$ cat src/rtl/fifo4_ctrl_if.sv
// Handshake/status bundle between a FIFO client and the fifo4_ctrl storage/pointer block.
// The slave side is the FIFO controller; the master side is the requester and mux consumer.
interface fifo4_ctrl_if #(
  parameter int unsigned DW = 16
);
  logic          push;
  logic          pop;
  logic [DW-1:0] din;
  logic [DW-1:0] q0;
  logic [DW-1:0] q1;
  logic [DW-1:0] q2;
  logic [DW-1:0] q3;
  logic [1:0]    rd_ptr;
  logic          pop_ok;
  logic [2:0]    count;
  logic          full;
  logic          empty;
  logic          overflow;
  logic          underflow;

  modport master (
    output push, pop, din,
    input  q0, q1, q2, q3, rd_ptr, pop_ok, count, full, empty, overflow, underflow
  );

  modport slave (
    input  push, pop, din,
    output q0, q1, q2, q3, rd_ptr, pop_ok, count, full, empty, overflow, underflow
  );
endinterface

$ cat src/rtl/fifo4_ctrl.sv
// 4-entry storage and pointer controller: holds entries, pointers, count and status/error flags.
// Read data is formed downstream by a 4:1 mux selected by rd_ptr and enabled by pop_ok.
module fifo4_ctrl #(
  parameter int unsigned DW = 16
) (
  input  logic               clk,
  input  logic               rst,
  fifo4_ctrl_if.slave        fifo
);

  logic [DW-1:0] q_q [4];
  logic [1:0]    wr_ptr_q, wr_ptr_d;
  logic [1:0]    rd_ptr_q, rd_ptr_d;
  logic [2:0]    count_q,  count_d;
  logic          full_q,   full_d;
  logic          empty_q,  empty_d;
  logic          ovf_q,    ovf_d;
  logic          udf_q,    udf_d;
  logic          pop_acc;
  logic          push_acc;

  // A push while full is only taken when a pop frees the head slot in the same cycle.
  always_comb begin
    pop_acc  = fifo.pop & (count_q != 3'd0);
    push_acc = fifo.push & ((count_q != 3'd4) | pop_acc);

    wr_ptr_d = push_acc ? wr_ptr_q + 2'd1 : wr_ptr_q;
    rd_ptr_d = pop_acc  ? rd_ptr_q + 2'd1 : rd_ptr_q;

    count_d = count_q;
    case ({push_acc, pop_acc})
      2'b10:   count_d = count_q + 3'd1;
      2'b01:   count_d = count_q - 3'd1;
      default: count_d = count_q;
    endcase

    full_d  = (count_d == 3'd4);
    empty_d = (count_d == 3'd0);
    ovf_d   = fifo.push & ~push_acc;
    udf_d   = fifo.pop  & ~pop_acc;
  end

  always_ff @(posedge clk or posedge rst) begin
    if (rst) begin
      for (int unsigned i = 0; i < 4; i++) begin
        q_q[i] <= '0;
      end
      wr_ptr_q <= '0;
      rd_ptr_q <= '0;
      count_q  <= '0;
      full_q   <= 1'b0;
      empty_q  <= 1'b1;
      ovf_q    <= 1'b0;
      udf_q    <= 1'b0;
    end else begin
      if (push_acc) begin
        q_q[wr_ptr_q] <= fifo.din;
      end
      wr_ptr_q <= wr_ptr_d;
      rd_ptr_q <= rd_ptr_d;
      count_q  <= count_d;
      full_q   <= full_d;
      empty_q  <= empty_d;
      ovf_q    <= ovf_d;
      udf_q    <= udf_d;
    end
  end

  assign fifo.q0        = q_q[0];
  assign fifo.q1        = q_q[1];
  assign fifo.q2        = q_q[2];
  assign fifo.q3        = q_q[3];
  assign fifo.rd_ptr    = rd_ptr_q;
  assign fifo.pop_ok    = pop_acc;
  assign fifo.count     = count_q;
  assign fifo.full      = full_q;
  assign fifo.empty     = empty_q;
  assign fifo.overflow  = ovf_q;
  assign fifo.underflow = udf_q;

endmodule

$ cat src/flat_wrapper.sv
// flat-port wrapper written by rule: the top's interface ports become plain ports
module fifo4_ctrl_flat 
#(
  parameter int unsigned DW = 16
)
  (clk, rst, fifo_push, fifo_pop, fifo_din, fifo_q0, fifo_q1, fifo_q2, fifo_q3, fifo_rd_ptr, fifo_pop_ok, fifo_count, fifo_full, fifo_empty, fifo_overflow, fifo_underflow);
  fifo4_ctrl_if #(.DW(DW)) fifo_i ();
  input  logic clk;
  input  logic rst;
  input wire logic [$bits(fifo_i.push)-1:0] fifo_push;
  input wire logic [$bits(fifo_i.pop)-1:0] fifo_pop;
  input wire logic [$bits(fifo_i.din)-1:0] fifo_din;
  output wire logic [$bits(fifo_i.q0)-1:0] fifo_q0;
  output wire logic [$bits(fifo_i.q1)-1:0] fifo_q1;
  output wire logic [$bits(fifo_i.q2)-1:0] fifo_q2;
  output wire logic [$bits(fifo_i.q3)-1:0] fifo_q3;
  output wire logic [$bits(fifo_i.rd_ptr)-1:0] fifo_rd_ptr;
  output wire logic [$bits(fifo_i.pop_ok)-1:0] fifo_pop_ok;
  output wire logic [$bits(fifo_i.count)-1:0] fifo_count;
  output wire logic [$bits(fifo_i.full)-1:0] fifo_full;
  output wire logic [$bits(fifo_i.empty)-1:0] fifo_empty;
  output wire logic [$bits(fifo_i.overflow)-1:0] fifo_overflow;
  output wire logic [$bits(fifo_i.underflow)-1:0] fifo_underflow;
  assign fifo_i.push = fifo_push;
  assign fifo_i.pop = fifo_pop;
  assign fifo_i.din = fifo_din;
  assign fifo_q0 = fifo_i.q0;
  assign fifo_q1 = fifo_i.q1;
  assign fifo_q2 = fifo_i.q2;
  assign fifo_q3 = fifo_i.q3;
  assign fifo_rd_ptr = fifo_i.rd_ptr;
  assign fifo_pop_ok = fifo_i.pop_ok;
  assign fifo_count = fifo_i.count;
  assign fifo_full = fifo_i.full;
  assign fifo_empty = fifo_i.empty;
  assign fifo_overflow = fifo_i.overflow;
  assign fifo_underflow = fifo_i.underflow;
  fifo4_ctrl #(.DW(DW)) u_core (.clk(clk), .rst(rst), .fifo(fifo_i));
endmodule
$ cat config.mk
export PLATFORM = sky130hd
export DESIGN_NAME = fifo4_ctrl_flat
export DESIGN_NICKNAME = d
export VERILOG_FILES = /design/src/rtl/fifo4_ctrl_if.sv /design/src/rtl/fifo4_ctrl.sv /design/src/flat_wrapper.sv
export SDC_FILE = /design/constraint.sdc
export NUM_CORES = 1
export LEC_CHECK = 0
export CAP_MARGIN = 25
export CORE_ASPECT_RATIO = 1.1
export CORE_MARGIN = 2
export CORE_UTILIZATION = 50
export DETAILED_ROUTE_END_ITERATION = 10
export PLACE_DENSITY = 0.84
export RECOVER_POWER = 100
export SKIP_CTS_REPAIR_TIMING = 1
export SLEW_MARGIN = 5
export SYNTH_ARGS = -nofsm -noshare
export SYNTH_HDL_FRONTEND = slang
export SYNTH_SLANG_ARGS = --single-unit
$ cat constraint.sdc
create_clock -name clk -period 7.55 [get_ports clk]
set_clock_uncertainty 0.2 [all_clocks]
set_input_delay 1.8875 -clock clk [delete_from_list [all_inputs] [get_ports clk]]
set_output_delay 1.8875 -clock clk [all_outputs]
set_load 0.005 [all_outputs]
Yosys cells after proc, flatten, opt, wreduce, memory -nomap -nowiden:

Index checks and enable logic that the tools add are counted.

* register bits after elaboration: 75
* input port bits: 20
* output and inout port bits: 74
* logic and storage cells: 36

* add/subtract/negate cells: 4
* order comparisons: 2
* equal/unequal tests: 4
* multiplexer cells: 4
* bitwise operators: 8
* reduce and logical (&&, ||, !) cells: 3

Operator list (number)
* $bwmux W64: 1
* $demux W16 S2: 1
* $mux W16: 1
* $pmux W3 S2: 1
* $add A2 B1 Y2 const B: 2
* $and A1 B1 Y1: 4
* $add A3 B1 Y3 const B: 1
* $eq A3 B3 Y1 const B: 1
* $ge A3 B3 Y1 const B: 1
* $logic_not A3 Y1: 1
* $lt A3 B1 Y1 const B: 1
* $ne A3 B3 Y1 const B: 1
* $not A2 Y3: 1
* $reduce_bool A3 Y1: 1
* $sub A3 B1 Y3 const B: 1
* $eq A2 B1 Y1 const B: 1
* $eq A2 B2 Y1 const B: 1
* $not A1 Y1: 2
* $logic_and A1 B1 Y1: 1
* $or A1 B1 Y1: 1

Logic depth before layout (Yosys ltp):

* depth after elaboration: 7
* gate-level depth with buffers: 9
* depth with buffers taken out: 8

Worst setup path after synthesis:

OpenSTA, ideal clock, no wires.

* path type: in2out
* start: input fifo_pop
* end: output fifo_pop_ok
* data arrival time: 2.080 ns
* data required time: 5.463 ns
* setup slack: 3.383 ns
* stages: 1
* buffers on the path: 0
* cell sequence: o31a_1

* longest elaborated chain between the ends: 1

Ends and longest elaborated chain
* from (decl): line flat_wrapper.sv:11 `input wire logic [$bits(fifo_i.pop)-1:0] fifo_pop;`
* $and A1 B1 Y1: line fifo4_ctrl.sv:24 `pop_acc = fifo.pop & (count_q != 3'd0);`
* to (decl): line flat_wrapper.sv:18 `output wire logic [$bits(fifo_i.pop_ok)-1:0] fifo_pop_ok;`

No other way between the ends.

Worst setup path after layout:

Same ends and word-level chain as after synthesis.

==> summary.md <==
| Metric | Value |
|---|---|
| Status | `finished, violations left` |
| Failing checks | `max-capacitance violations, max-slew violations` |
| Clock Latency Late Sink | `340 ps` |
| Worst path max stage delay | `610 ps` |
| DRT iter0 DRCs | `59` |
| Final Hold Vio Count | `0` |
| I/O pins | `between 90 and 100` |
| Cell count after synthesis | `187` |
| Final Cycle Share | `0.7162` |
| Filler cells | `473` |
| Netlist cell types | `26` |
| Register bit total from synthesis | `75` |
| Adder-cell share of the synthesized area | `0.02615` |
| DRC Markers | `0` |
| Pint | `1.223 mW` |
| Setup-failing EPs final | `0` |
| Max Freq | `184.9 MHz` |
| Layout Nets | `approximately 310` |
| Die ar. | `6969 µm²` |
| Net switching power | `512.7 µW` |
| Most common cell after layout, fill and taps aside | `dlygate4sd3_1` |
| Core ar. | `~6200 µm²` |
| Synth Warn # | `0` |
| Synth Area in Simple Gates | `0.04319` |
| Worst Reg-to-Reg Cells | `8` |
| GRT Overall Usage | `0.1976` |
| Routed len/inst | `between 15 and 20 µm` |
| Num rows | `30` |
| Initial Utilization | `0.5130` |
| Worst VDD drop | `between 200 and 250 µV` |
| Compound-cell area share of the yosys netlist | `0.01070` |
| Worst Hold Margin | `272.9 ps` |
| Initial antenna violation count | `0` |
| End-of-flow core utilization | `0.6738` |
| Htree depth | `3` |
| Final WL | `between 6 and 7 mm` |
| Register-to-register setup slack | `~4500 ps` |
| Cell mode on critical path | `dlygate4sd3_1` |
| WP data arrival | `around 3300 ps` |
| Clk slew on worst S/H paths | `70 ps` |
| R2r endpoint | `u_core.fifo.empty` |
| Slew margin rel. | `-0.05101` |
| Crit. End Element | `output pin` |
| Largest family of logic cells by synthesized area | `multiplexers` |
| Chip height | `87.36 µm` |
| Highest fanout seen on the critical path | `4` |
| Post-DP HPWL | `4.293 mm` |
| WP data required | `5460 ps` |
| Sequential power share | `0.415` |
| Area contributors post-synth | `dfrtp_1 (59%), mux2_4 (19%), mux2_2 (8.9%)` |
| Cell area power density | `418.6 nW/µm²` |
| Crit start category | `input port` |
| Sequential fraction of the synthesis area | `0.5947` |
| Max-Cap Viols | `4` |
| CTS buffer count | `9` |
| Layout cell share with drive strength beyond 1 | `0.2440` |
| Total gr overflow | `0` |
| Leak | `1.803 nW` |
| Setup TNS | `0 ps` |
| Synth Area in XOR/XNOR | `0.01664` |
| Slew Viols, Final | `68` |
| Max clock buf depth | `2` |
| Yosys top cell area share | `0.5864` |
| Diodes inserted | `0` |
| Syn nets | `around 210` |
| Sw Share | `0.2953` |
| Hold Crit Class | `reg -> reg` |
| First-pass GRT wire length | `10.22 mm` |
| Vias in the first global route | `slightly below 2000` |
| Crit path launch | `fifo_pop` |
| Combinational Power Share | `0.419` |
| Syn_area_per_cell | `16.89 µm²` |
| CP cell instances | `dlygate4sd3_1 -> o31a_1 -> dlygate4sd3_1` |
| Via count | `1858` |
| Die width | `79.78 µm` |
| Final RePlAce weighted congestion | `0.7901` |
| Critical Path End | `fifo_pop_ok` |
| Clk pwr share | `0.166` |
| CTS tree | `yes` |
| Final ANT Viol Nets | `0` |
| Largest area contributor in the netlist | `dfrtp_1` |
| Multiplexer share of the synthesized area | `0.2825` |
| Commonest non-fill, non-tap cells in the layout | `dlygate4sd3_1 (76), dfrtp_1 (74), mux2_2 (55)` |
| Final Critical Period | `5407 ps` |
| WS Path Type | `in -> out` |
| RSZ-0062 raised after global routing | `no` |
| Largest net degree at the start of global routing | `76` |
| IO Port Bufs | `93` |
| Cell area after synthesis | `3158 µm²` |
| Slew @ Worst Pin | `1571 ps` |
| Slowest cell on crit path | `dlygate4sd3_1` |
| Clock root buffer | `clkbuf_8` |
| P&R area growth vs syn | `31.34%` |
| Sink Count | `75` |
| Critical R2R Launch | `u_core.fifo.count[0]` |
| Power Total | `1.736 mW` |
| Via-per-instance ratio | `5.008` |
| Detailed Routing Iterations Pass 1 | `4` |
[synthesized netlist by cell type (all sizes together)]
| library cell | number |
|---|---|
| dfrtp | 74 |
| mux2 | 65 |
| inv | 6 |
| nand2 | 6 |
| buf | 5 |
| ha | 5 |
| nor2 | 5 |
| xnor2 | 4 |
| nor4b | 2 |
| xor2 | 2 |
| a32o | 1 |
| and2 | 1 |
| and3 | 1 |
| clkbuf | 1 |
| dfstp | 1 |
| fa | 1 |
| mux2i | 1 |
| nand2b | 1 |
| nor3b | 1 |
| o211a | 1 |
| o21ai | 1 |
| o31a | 1 |
| or3 | 1 |
[cell type report]
type,count,area (µm²),share of cell area
sequential,75,1878,0.4528
multi-input combinational,100,1002,0.2416
timing repair buffer,95,962.2,0.2320
clock buffer,10,127.6,0.03077
tap,80,100.1,0.02413
clock inverter,5,55.05,0.01327
inverter,6,22.52,0.005430
[power groups by stage]
| stage | Combinational [mW] | Sequential (mW) | Clock [mW] |
|---|---|---|---|
| 3_5_place_dp | 0.905 | 0.744 | 0 |
| 5_1_grt | 0.787 | 0.745 | 0.321 |
| 3_3_place_gp | 0.879 | 0.735 | 0 |
| 2_1_floorplan | 0.434 | 0.737 | 0 |
| 6_report | 0.727 | 0.721 | 0.288 |
| 4_1_cts | 0.907 | 0.740 | 0.299 |
[routing by layer]
layer | GRT usage | routed length, µm
met1 | 0.2569 | 2703
met2 | 0.3163 | 3163
met3 | 0.05083 | 299
met4 | 0.08320 | 138
met5 | 0 | 0
[worst min path at each step]
stage	startpoint	slack, ps	end	depth (start not counted)
3_3_place_gp	u_core.fifo.rd_ptr[1]	260	u_core.fifo.rd_ptr[1]	1
5_1_grt	u_core.fifo.rd_ptr[1]	290	u_core.fifo.rd_ptr[1]	1
3_5_place_dp	u_core.fifo.rd_ptr[1]	270	u_core.fifo.rd_ptr[1]	1
2_1_floorplan	u_core.fifo.rd_ptr[1]	270	u_core.fifo.rd_ptr[1]	1
6_report	u_core.fifo.rd_ptr[1]	270	u_core.fifo.rd_ptr[1]	1
4_1_cts	u_core.fifo.rd_ptr[1]	280	u_core.fifo.rd_ptr[1]	1
[worst max-delay path: cells and delay by family]
family                 cells  cell delay (ps)
buffers and inverters      2             1190
AOI/OAI and AO/OA          1              240
[cell families after synthesis]
logic type,after synthesis
adder cells (fa/ha/maj),6
AND/OR/NAND/NOR,18
flip-flops,75
AO/OA/AOI/OAI,4
buffers and inverters,12
multiplexers,66
XOR/XNOR,6
[through the flow]
| step | setup slack (ps) | instance area [µm²] | cells |
|---|---|---|---|
| after floorplan | 3383 | 3158 | 187 |
| after global placement | 2245 | 4136 | 355 |
| after detailed placement | 2217 | 4136 | 355 |
| after CTS | 2198 | 4319 | 370 |
| after global routing | 2109 | 4148 | 371 |
| final | 2143 | 4148 | 371 |
[sequential cells by signal (all words and copies together), names as in the netlist]
| register | cells |
|---|---|
| u_core.wr_ptr_q | 2 |
| u_core.fifo.q1 | 16 |
| u_core.fifo.q3 | 16 |
| u_core.fifo.q2 | 16 |
| u_core.fifo.count | 3 |
| u_core.fifo.overflow | 1 |
| u_core.fifo.empty | 1 |
| u_core.fifo.rd_ptr | 2 |
| u_core.fifo.full | 1 |
| u_core.fifo.q0 | 16 |
| u_core.fifo.underflow | 1 |
No activity file was read; power rests on OpenSTA's default activity.
